--- src/rtl/gomoku_game_ctrl_if.sv ---
// Command pulses into, and registered game state out of, the gomoku controller.
// The master side issues commands; the slave side is the controller.
interface gomoku_game_ctrl_if;
  logic         mv_up;
  logic         mv_down;
  logic         mv_left;
  logic         mv_right;
  logic         place;
  logic         restart;
  logic [511:0] board;
  logic [1:0]   gaming_status;
  logic [3:0]   pointer_loc_x;
  logic [3:0]   pointer_loc_y;
  logic         turn;
  logic         busy;
  logic [8:0]   stone_count;

  modport master (
    output mv_up, mv_down, mv_left, mv_right, place, restart,
    input  board, gaming_status, pointer_loc_x, pointer_loc_y, turn, busy, stone_count
  );

  modport slave (
    input  mv_up, mv_down, mv_left, mv_right, place, restart,
    output board, gaming_status, pointer_loc_x, pointer_loc_y, turn, busy, stone_count
  );
endinterface

--- src/rtl/gomoku_game_ctrl.sv ---
// Gomoku game-state controller: 16x16 board, turn and cursor registers, plus a
// fixed 32-cycle five-in-a-row check (one probe per cycle) after each placement.
module gomoku_game_ctrl #(
  parameter logic [3:0] PTR_X0 = 4'd4,
  parameter logic [3:0] PTR_Y0 = 4'd6
) (
  input logic               Clck,
  input logic               Reset,
  gomoku_game_ctrl_if.slave gif
);
  typedef enum logic [1:0] {S_IDLE, S_CHECK, S_RESOLVE} state_t;

  state_t       state_q, state_d;
  logic [511:0] board_q, board_d;
  logic [1:0]   status_q, status_d;
  logic [3:0]   px_q, px_d, py_q, py_d;
  logic         turn_q, turn_d, busy_q, busy_d;
  logic [8:0]   count_q, count_d;
  logic [3:0]   lx_q, lx_d, ly_q, ly_d;
  logic [1:0]   colour_q, colour_d;
  logic [4:0]   step_q, step_d;
  logic         alive_q, alive_d, win_q, win_d;
  logic [3:0]   run_q, run_d;

  logic         restart_go;
  logic [2:0]   off;
  logic         x_mv, y_mv, x_pos, y_pos;
  logic [5:0]   probe_x, probe_y;
  logic         alive_eff, hit;
  logic [3:0]   run_n;

  assign restart_go = (state_q == S_IDLE) && gif.restart;

  // step = {direction[1:0], negative half, offset-1}; out-of-range probes land in bits [5:4]
  always_comb begin
    off     = {1'b0, step_q[1:0]} + 3'd1;
    x_mv    = step_q[4:3] != 2'd1;
    y_mv    = step_q[4:3] != 2'd0;
    x_pos   = !step_q[2];
    y_pos   = (step_q[4:3] == 2'd3) ? step_q[2] : !step_q[2];
    probe_x = {2'b00, lx_q};
    probe_y = {2'b00, ly_q};
    if (x_mv) probe_x = x_pos ? probe_x + {3'b000, off} : probe_x - {3'b000, off};
    if (y_mv) probe_y = y_pos ? probe_y + {3'b000, off} : probe_y - {3'b000, off};
    alive_eff = (step_q[1:0] == 2'd0) || alive_q;
    hit       = alive_eff && (probe_x[5:4] == 2'b00) && (probe_y[5:4] == 2'b00) &&
                (board_q[{probe_y[3:0], probe_x[3:0], 1'b0} +: 2] == colour_q);
    run_n     = ((step_q[2:0] == 3'd0) ? 4'd1 : run_q) + {3'b000, hit};
  end

  always_comb begin
    state_d  = state_q;
    board_d  = board_q;
    status_d = status_q;
    px_d     = px_q;
    py_d     = py_q;
    turn_d   = turn_q;
    busy_d   = busy_q;
    count_d  = count_q;
    lx_d     = lx_q;
    ly_d     = ly_q;
    colour_d = colour_q;
    step_d   = step_q;
    alive_d  = alive_q;
    win_d    = win_q;
    run_d    = run_q;
    case (state_q)
      S_IDLE: begin
        if (gif.place && status_q == 2'b10 && board_q[{py_q, px_q, 1'b0} +: 2] == 2'b11) begin
          colour_d = turn_q ? 2'b10 : 2'b01;
          board_d[{py_q, px_q, 1'b0} +: 2] = colour_d;
          count_d  = count_q + 9'd1;
          lx_d     = px_q;
          ly_d     = py_q;
          step_d   = 5'd0;
          win_d    = 1'b0;
          busy_d   = 1'b1;
          state_d  = S_CHECK;
        end else begin
          // down grows y, matching screen coordinates
          px_d = px_q + {3'b000, gif.mv_right & ~gif.mv_left} - {3'b000, gif.mv_left & ~gif.mv_right};
          py_d = py_q + {3'b000, gif.mv_down & ~gif.mv_up} - {3'b000, gif.mv_up & ~gif.mv_down};
        end
      end
      S_CHECK: begin
        step_d  = step_q + 5'd1;
        alive_d = hit;
        run_d   = run_n;
        win_d   = win_q || (run_n >= 4'd5);
        if (step_q == 5'd31) state_d = S_RESOLVE;
      end
      S_RESOLVE: begin
        if (win_q)                 status_d = (colour_q == 2'b01) ? 2'b01 : 2'b11;
        else if (count_q == 9'd256) status_d = 2'b00;
        else                       turn_d = ~turn_q;
        busy_d  = 1'b0;
        state_d = S_IDLE;
      end
      default: state_d = S_IDLE;
    endcase
  end

  always_ff @(posedge Clck) begin
    if (Reset || restart_go) begin
      state_q  <= S_IDLE;
      board_q  <= '1;
      status_q <= 2'b10;
      px_q     <= PTR_X0;
      py_q     <= PTR_Y0;
      turn_q   <= 1'b0;
      busy_q   <= 1'b0;
      count_q  <= 9'd0;
      lx_q     <= 4'd0;
      ly_q     <= 4'd0;
      colour_q <= 2'b00;
      step_q   <= 5'd0;
      alive_q  <= 1'b0;
      win_q    <= 1'b0;
      run_q    <= 4'd0;
    end else begin
      state_q  <= state_d;
      board_q  <= board_d;
      status_q <= status_d;
      px_q     <= px_d;
      py_q     <= py_d;
      turn_q   <= turn_d;
      busy_q   <= busy_d;
      count_q  <= count_d;
      lx_q     <= lx_d;
      ly_q     <= ly_d;
      colour_q <= colour_d;
      step_q   <= step_d;
      alive_q  <= alive_d;
      win_q    <= win_d;
      run_q    <= run_d;
    end
  end

  assign gif.board         = board_q;
  assign gif.gaming_status = status_q;
  assign gif.pointer_loc_x = px_q;
  assign gif.pointer_loc_y = py_q;
  assign gif.turn          = turn_q;
  assign gif.busy          = busy_q;
  assign gif.stone_count   = count_q;
endmodule

--- src/flat_wrapper.sv ---
// flat-port wrapper written by rule: the top's interface ports become plain ports
module gomoku_game_ctrl_flat 
#(
  parameter logic [3:0] PTR_X0 = 4'd4,
  parameter logic [3:0] PTR_Y0 = 4'd6
)
  (Clck, Reset, gif_mv_up, gif_mv_down, gif_mv_left, gif_mv_right, gif_place, gif_restart, gif_board, gif_gaming_status, gif_pointer_loc_x, gif_pointer_loc_y, gif_turn, gif_busy, gif_stone_count);
  gomoku_game_ctrl_if gif_i ();
  input logic Clck;
  input logic Reset;
  input wire logic [$bits(gif_i.mv_up)-1:0] gif_mv_up;
  input wire logic [$bits(gif_i.mv_down)-1:0] gif_mv_down;
  input wire logic [$bits(gif_i.mv_left)-1:0] gif_mv_left;
  input wire logic [$bits(gif_i.mv_right)-1:0] gif_mv_right;
  input wire logic [$bits(gif_i.place)-1:0] gif_place;
  input wire logic [$bits(gif_i.restart)-1:0] gif_restart;
  output wire logic [$bits(gif_i.board)-1:0] gif_board;
  output wire logic [$bits(gif_i.gaming_status)-1:0] gif_gaming_status;
  output wire logic [$bits(gif_i.pointer_loc_x)-1:0] gif_pointer_loc_x;
  output wire logic [$bits(gif_i.pointer_loc_y)-1:0] gif_pointer_loc_y;
  output wire logic [$bits(gif_i.turn)-1:0] gif_turn;
  output wire logic [$bits(gif_i.busy)-1:0] gif_busy;
  output wire logic [$bits(gif_i.stone_count)-1:0] gif_stone_count;
  assign gif_i.mv_up = gif_mv_up;
  assign gif_i.mv_down = gif_mv_down;
  assign gif_i.mv_left = gif_mv_left;
  assign gif_i.mv_right = gif_mv_right;
  assign gif_i.place = gif_place;
  assign gif_i.restart = gif_restart;
  assign gif_board = gif_i.board;
  assign gif_gaming_status = gif_i.gaming_status;
  assign gif_pointer_loc_x = gif_i.pointer_loc_x;
  assign gif_pointer_loc_y = gif_i.pointer_loc_y;
  assign gif_turn = gif_i.turn;
  assign gif_busy = gif_i.busy;
  assign gif_stone_count = gif_i.stone_count;
  gomoku_game_ctrl #(.PTR_X0(PTR_X0), .PTR_Y0(PTR_Y0)) u_core (.Clck(Clck), .Reset(Reset), .gif(gif_i));
endmodule
--- config.mk ---
export PLATFORM = sky130hd
export DESIGN_NAME = gomoku_game_ctrl_flat
export DESIGN_NICKNAME = d
export VERILOG_FILES = /design/src/rtl/gomoku_game_ctrl_if.sv /design/src/rtl/gomoku_game_ctrl.sv /design/src/flat_wrapper.sv
export SDC_FILE = /design/constraint.sdc
export NUM_CORES = 2
export LEC_CHECK = 0
export CORE_MARGIN = 2
export CORE_UTILIZATION = 48
export CTS_CLUSTER_DIAMETER = 50
export CTS_CLUSTER_SIZE = 12
export DETAILED_ROUTE_END_ITERATION = 10
export MAX_ROUTING_LAYER = met4
export PLACE_DENSITY_LB_ADDON = 0.2
export SYNTH_ARGS = -nofsm -noshare
export SYNTH_HDL_FRONTEND = slang
export SYNTH_SLANG_ARGS = --single-unit
--- constraint.sdc ---
create_clock -name Clck -period 11.83 [get_ports Clck]
set_clock_uncertainty 0.05 [all_clocks]
set_input_delay 2.9575 -clock Clck [delete_from_list [all_inputs] [get_ports Clck]]
set_output_delay 2.9575 -clock Clck [all_outputs]
set_load 0.02 [all_outputs]
# Word-level counts from Yosys, hierarchy flattened
# Cells that the tools add are included.
# totals
reg_bits	556
latch_bits	0
ramBits	0
romBits	0
out_inout_bits	533
elab_cells	103
mem_count	0
# op_classes
n_addsub	13
n_mul	0
n_div	0
magnitude_cmp	1
n_eq_ne	12
shifts	4
n_mux	20
n_bitwise	12
n_reduce_logical	26
# ops
cell	count
indexed part select 512 x 10 -> 2 bit	2
bitwise mux 512 bit	1
variable shift 2 x 11 -> 512 bit, first input constant	1
indexed part select 2 x 11 -> 512 bit	1
two-way mux 6 bit	4
adder 4 x 1 -> 4 bit	3
two-way mux 2 bit	6
AND reduction 2 bit	6
negator 9 -> 11 bit	1
adder 4 x 3 -> 5 bit	2
case mux 5 bit (2 select lines)	1
subtractor 4 x 3 -> 5 bit	2
adder 9 x 1 -> 9 bit, second input constant	1
== test 9 bit, second input constant	1
== test 2 bit, second input constant	4
zero test 2 bit	4
inverter 1 bit	8
nonzero test 2 bit	4
subtractor 4 x 1 -> 4 bit	2
logical AND 1 bit	6
adder 5 x 1 -> 5 bit, second input constant	1
== test 5 bit, second input constant	1
two-way mux 5 bit	1
AND 1 bit	4
other kinds (14)	21

# Depth between registers and ports, before layout
# depth
depth_word	12
ltp_mapped	26
depth_no_buf	21

# Least setup slack after synthesis
# Ideal clock, no wire load.
# synth_timing
path_kind	reg2reg
start	register u_core.step_q[0]
end	register u_core.win_q
t_arrival_ns	5.340
setup_slack_ns	6.370
path_stages_with_launch	26
path_buffers	5
synth_period_minus_slack_ns	5.460
cell_sequence	dfxtp_1 > inv_1 > ha_1 > inv_1 > fa_1 > mux2i_1 > a21o_1 > buf_2 > buf_2 > clkbuf_1 > buf_1 > buf_2 > nand2_1 > a311oi_1 > a31oi_1 > a211o_1 > o211ai_1 > nand4_1 > xnor2_1 > and2_1 > ha_1 > ha_1 > and3_1 > nor3_1 > o21ai_0 > a21oi_1
# synth_via
elab_chain_len	12
elab_cells_between_ends	24
cone_classes	6 x add/sub; 1 x order compare; 1 x eq/ne; 1 x shift; 6 x mux; 9 x reduce/logical
# synth_lines
element	line_no	rtl
start: declaration	gomoku_game_ctrl.sv:21	logic [4:0] step_q, step_d;
start signal: assignment	gomoku_game_ctrl.sv:132	step_q <= step_d;
parallel branches: the longest is 7 deep, another holds adder 4 x 3 -> 5 bit	n/a	
logical AND 1 bit (*)	gomoku_game_ctrl.sv:46	hit = alive_eff && (probe_x[5:4] == 2'b00) && (probe_y[5:4] == 2'b00) &&
via u_core.hit	gomoku_game_ctrl.sv:29	logic alive_eff, hit;
adder 4 x 1 -> 4 bit (*)	gomoku_game_ctrl.sv:48	run_n = ((step_q[2:0] == 3'd0) ? 4'd1 : run_q) + {3'b000, hit};
greater-or-equal comparator 4 x 3 -> 1 bit (*)	gomoku_game_ctrl.sv:89	win_d = win_q || (run_n >= 4'd5);
logical OR 1 bit (*)	gomoku_game_ctrl.sv:89	
case mux 1 bit (2 select lines) (*)	gomoku_game_ctrl.sv:67	case (state_q)
end signal: assignment	gomoku_game_ctrl.sv:134	win_q <= win_d;
end: declaration	gomoku_game_ctrl.sv:22	logic alive_q, alive_d, win_q, win_d;
# Mark *: on every way through the listed nets, which the timed path passes.
# A chain may end at the register's enable or synchronous reset.

# Worst setup path after layout
# Ends and elaborated chain as after synthesis.

==> results.ini <==
[run_status]
status = finished, violations left
violations = capacitance limit, slew limit

[timing]
worstMarginPinSlew_ps = 1530
setup_tns_ps = 0
slew_violations = 5
timing.final.crit_share = 0.622
rsz0062_at_grt = false
fmax_mhz = 136
final_hold_viol_count = 0
min_period_ps = 7360
setup_viol = 0
relSlewSlack = -0.0216

[logic_synthesis]
synth_top_area_share = 0.374
yosysMostFrequentCell = nand2_1
synth_cell_types = 77
syn_inst = 3431
yosysSeqAreaShare = 0.374
yosysWarnings = 0
synth-seq-cells = 556
async_reset_ff_frac = 0
synth_top_flop_cell = dfxtp_1
synthTopCellsByCount = nand2_1, dfxtp_1, nor2_1
synth_edf_count = 0
synthTopCellsByArea = dfxtp_1, nand2_1, mux4_2
yosys.area.top_type = dfxtp_1
synthesis.area_mm2 = 0.0297
syn_avg_cell_area_um2 = 8.67
syn_nets = 3478

[clock_network]
cts_setup_buffers = 0
htree_num_levels = 2
clock_latency_ps = 660
clock_tree.buffer_depth = 3
cts_inserted_buffers = 61
ctsResizeCount = 0
clk_pin_slew_ps = 60
cts_sinks = 556
cts_tree = yes
cts_hold_buf = 0
cts-root-buf = clkbuf_16

[power]
power.total_mw = 4.56
powerDensity_mw_per_mm2 = 121
ir_drop_mv = 0.112
p_leak_nw = 15.1

[routing]
ant_nets = 0
first_iter_violations = 6419
vias = 33000
drc = 0
routed_via_density = 7.11
finalWirelength_um = 149000
wl_per_cell_um = 32.0
drtPass1Iterations = 7

[critical_path]
critPathLaunch = u_core.step_q[0]
cp_slowest_cell = a2111oi_0
crit_buf_inv = 2
crit_chain = inv_1, ha_1, ha_1, and3b_1, o41ai_1, o21ai_1, nand2_2, buf_4, mux4_2, a22o_1, a2111oi_0, nor4_1, and3_1, o221a_2, and2_1, ha_1, ha_1, and3_1, nor3_1, o21ai_0, a21oi_1
cp-start-kind = flop
cp-end-kind = flop
path_class = flop to flop
r2r_setup_slack_ps = 4470
crit_fanout = 40
worstReg2RegStart = u_core.step_q[0]
reg2reg_depth = 21
arrival_ps = 7880
critPathTopFamily = compound AO/OA/AOI/OAI gates
critPathMaxStageDelay_ps = 1020
cp.required_ps = 12350
reg2reg_to = u_core.win_q
crit_top_cell = ha_1

[hold_path]
hp-class = flop to flop
hold_end = u_core.run_q[0]
min_path_cells = 2
min_from = u_core.run_q[0]

[placed_design]
portBuffers = 540
place_congestion = 1.10
hpwl_um = 106000

[floorplanning]
die-area_mm2 = 0.0640
fp-row-count = 91
start_util = 0.484
dieHeight_um = 253
ios = 541
die_w_um = 253
core_mm2 = 0.0615

[grt]
grt_pass1_wl_um = 210000
grt_antenna_before_repair = 8
grt_start_max_net_pins = 184
grt-ovfl-total = 0
grt_usage = 0.462
grt_pass1_vias = 29400

[flow_run]
cap_violations = 2

[cells_and_area]
final_nets = 3860
syn_to_final_growth_pct = 26.5
drive_gt1_frac = 0.0829

[how the worst max path moves through the flow]
stage	slack, ps	to	depth (start not counted)
finish	4470	u_core.win_q	21
detailed placement	4790	u_core.win_q	21
global placement	4810	u_core.win_q	21
global route	4320	u_core.win_q	21
floorplan	6370	u_core.win_q	25
CTS	4770	u_core.win_q	21
[cell usage in the layout (no fill, tap or decap), types with 13 or more instances in the layout]
cell type / count
buf_4: 75
mux4_2: 107
a211o_1: 13
nand4_1: 48
nor3_1: 34
clkdlybuf4s50_1: 540
nor2b_1: 13
a31oi_1: 66
a21oi_1: 82
and3_1: 69
xnor2_1: 25
o21ai_0: 204
mux2i_1: 202
dfxtp_1: 553
a221o_1: 204
nand2_1: 650
nor4_1: 16
inv_1: 39
o21ai_1: 13
clkbuf_16: 63
o311ai_0: 20
o211ai_1: 118
ha_1: 33
nor2_1: 232
a211oi_1: 49
nand3_1: 150
[logic make-up (layout without fill, tap and decap cells)]
group	Yosys count	in the layout	share of synthesized area
AND/OR/NAND/NOR	1274	1274	0.187
flip-flops	556	556	0.374
AO/OA/AOI/OAI	874	874	0.214
buffers and inverters	342	758	0.0457
adder cells (fa/ha/maj)	39	39	0.0179
multiplexers	316	316	0.152
XOR/XNOR	30	30	0.00884
other	0	7	0
[per-stage QoR]
step | area [µm²] | utilization | instances | setup slack [ps] | hold WS [ps]
global placement | 35700 | 0.580 | 4540 | 4810 | 389
global route | 37600 | 0.612 | 4644 | 4320 | 427
finish | 37600 | 0.612 | 4644 | 4470 | 405
detailed placement | 35700 | 0.580 | 4540 | 4790 | 393
CTS | 37600 | 0.611 | 4637 | 4770 | 401
floorplan | 29700 | - | 3431 | 6370 | 382
[routing by layer]
| metal | part of all wire | global-route usage | up-vias |
|---|---|---|---|
| li1 | - | - | 13600 |
| met1 | 0.35 | 0.584 | 15600 |
| met2 | 0.41 | 0.646 | 3056 |
| met3 | 0.16 | 0.135 | 695 |
| met4 | 0.078 | 0.287 | 0 |
| met5 | 0 | - | - |
[worst min-delay path, stage by stage, from the launching register on]
cell     delay, ps
dfxtp_1        310
nand2_1         50
a21oi_1         50
[report_power, final]
part	total (mW)	switching (mW)	internal [mW]
Sequential	1.90	0.0208	1.88
Clock	1.90	0.826	1.07
Combinational	0.759	0.560	0.199
Total	4.56	1.41	3.15
[sequential cells by signal, summed over array words and instances (netlist names)]
name / flops
u_core.gif.pointer_loc_x: 4
u_core.step_q: 5
u_core.gif.board: 512
u_core.ly_q: 4
u_core.gif.turn: 1
u_core.gif.stone_count: 9
u_core.colour_q: 2
u_core.win_q: 1
u_core.run_q: 4
u_core.gif.busy: 1
u_core.alive_q: 1
u_core.lx_q: 4
u_core.gif.pointer_loc_y: 4
u_core.state_q: 2
u_core.gif.gaming_status: 2
[area by class of cell]
class	count	area [µm²]
fill	5361	23900
multi-input combinational	2533	17400
sequential	556	11100
timing repair buffer	616	5990
clock buffer	77	1700
tap	790	988
clock inverter	20	216
inverter	45	173
antenna	7	17.5
Note: power is estimated with default switching activity, not from simulation.
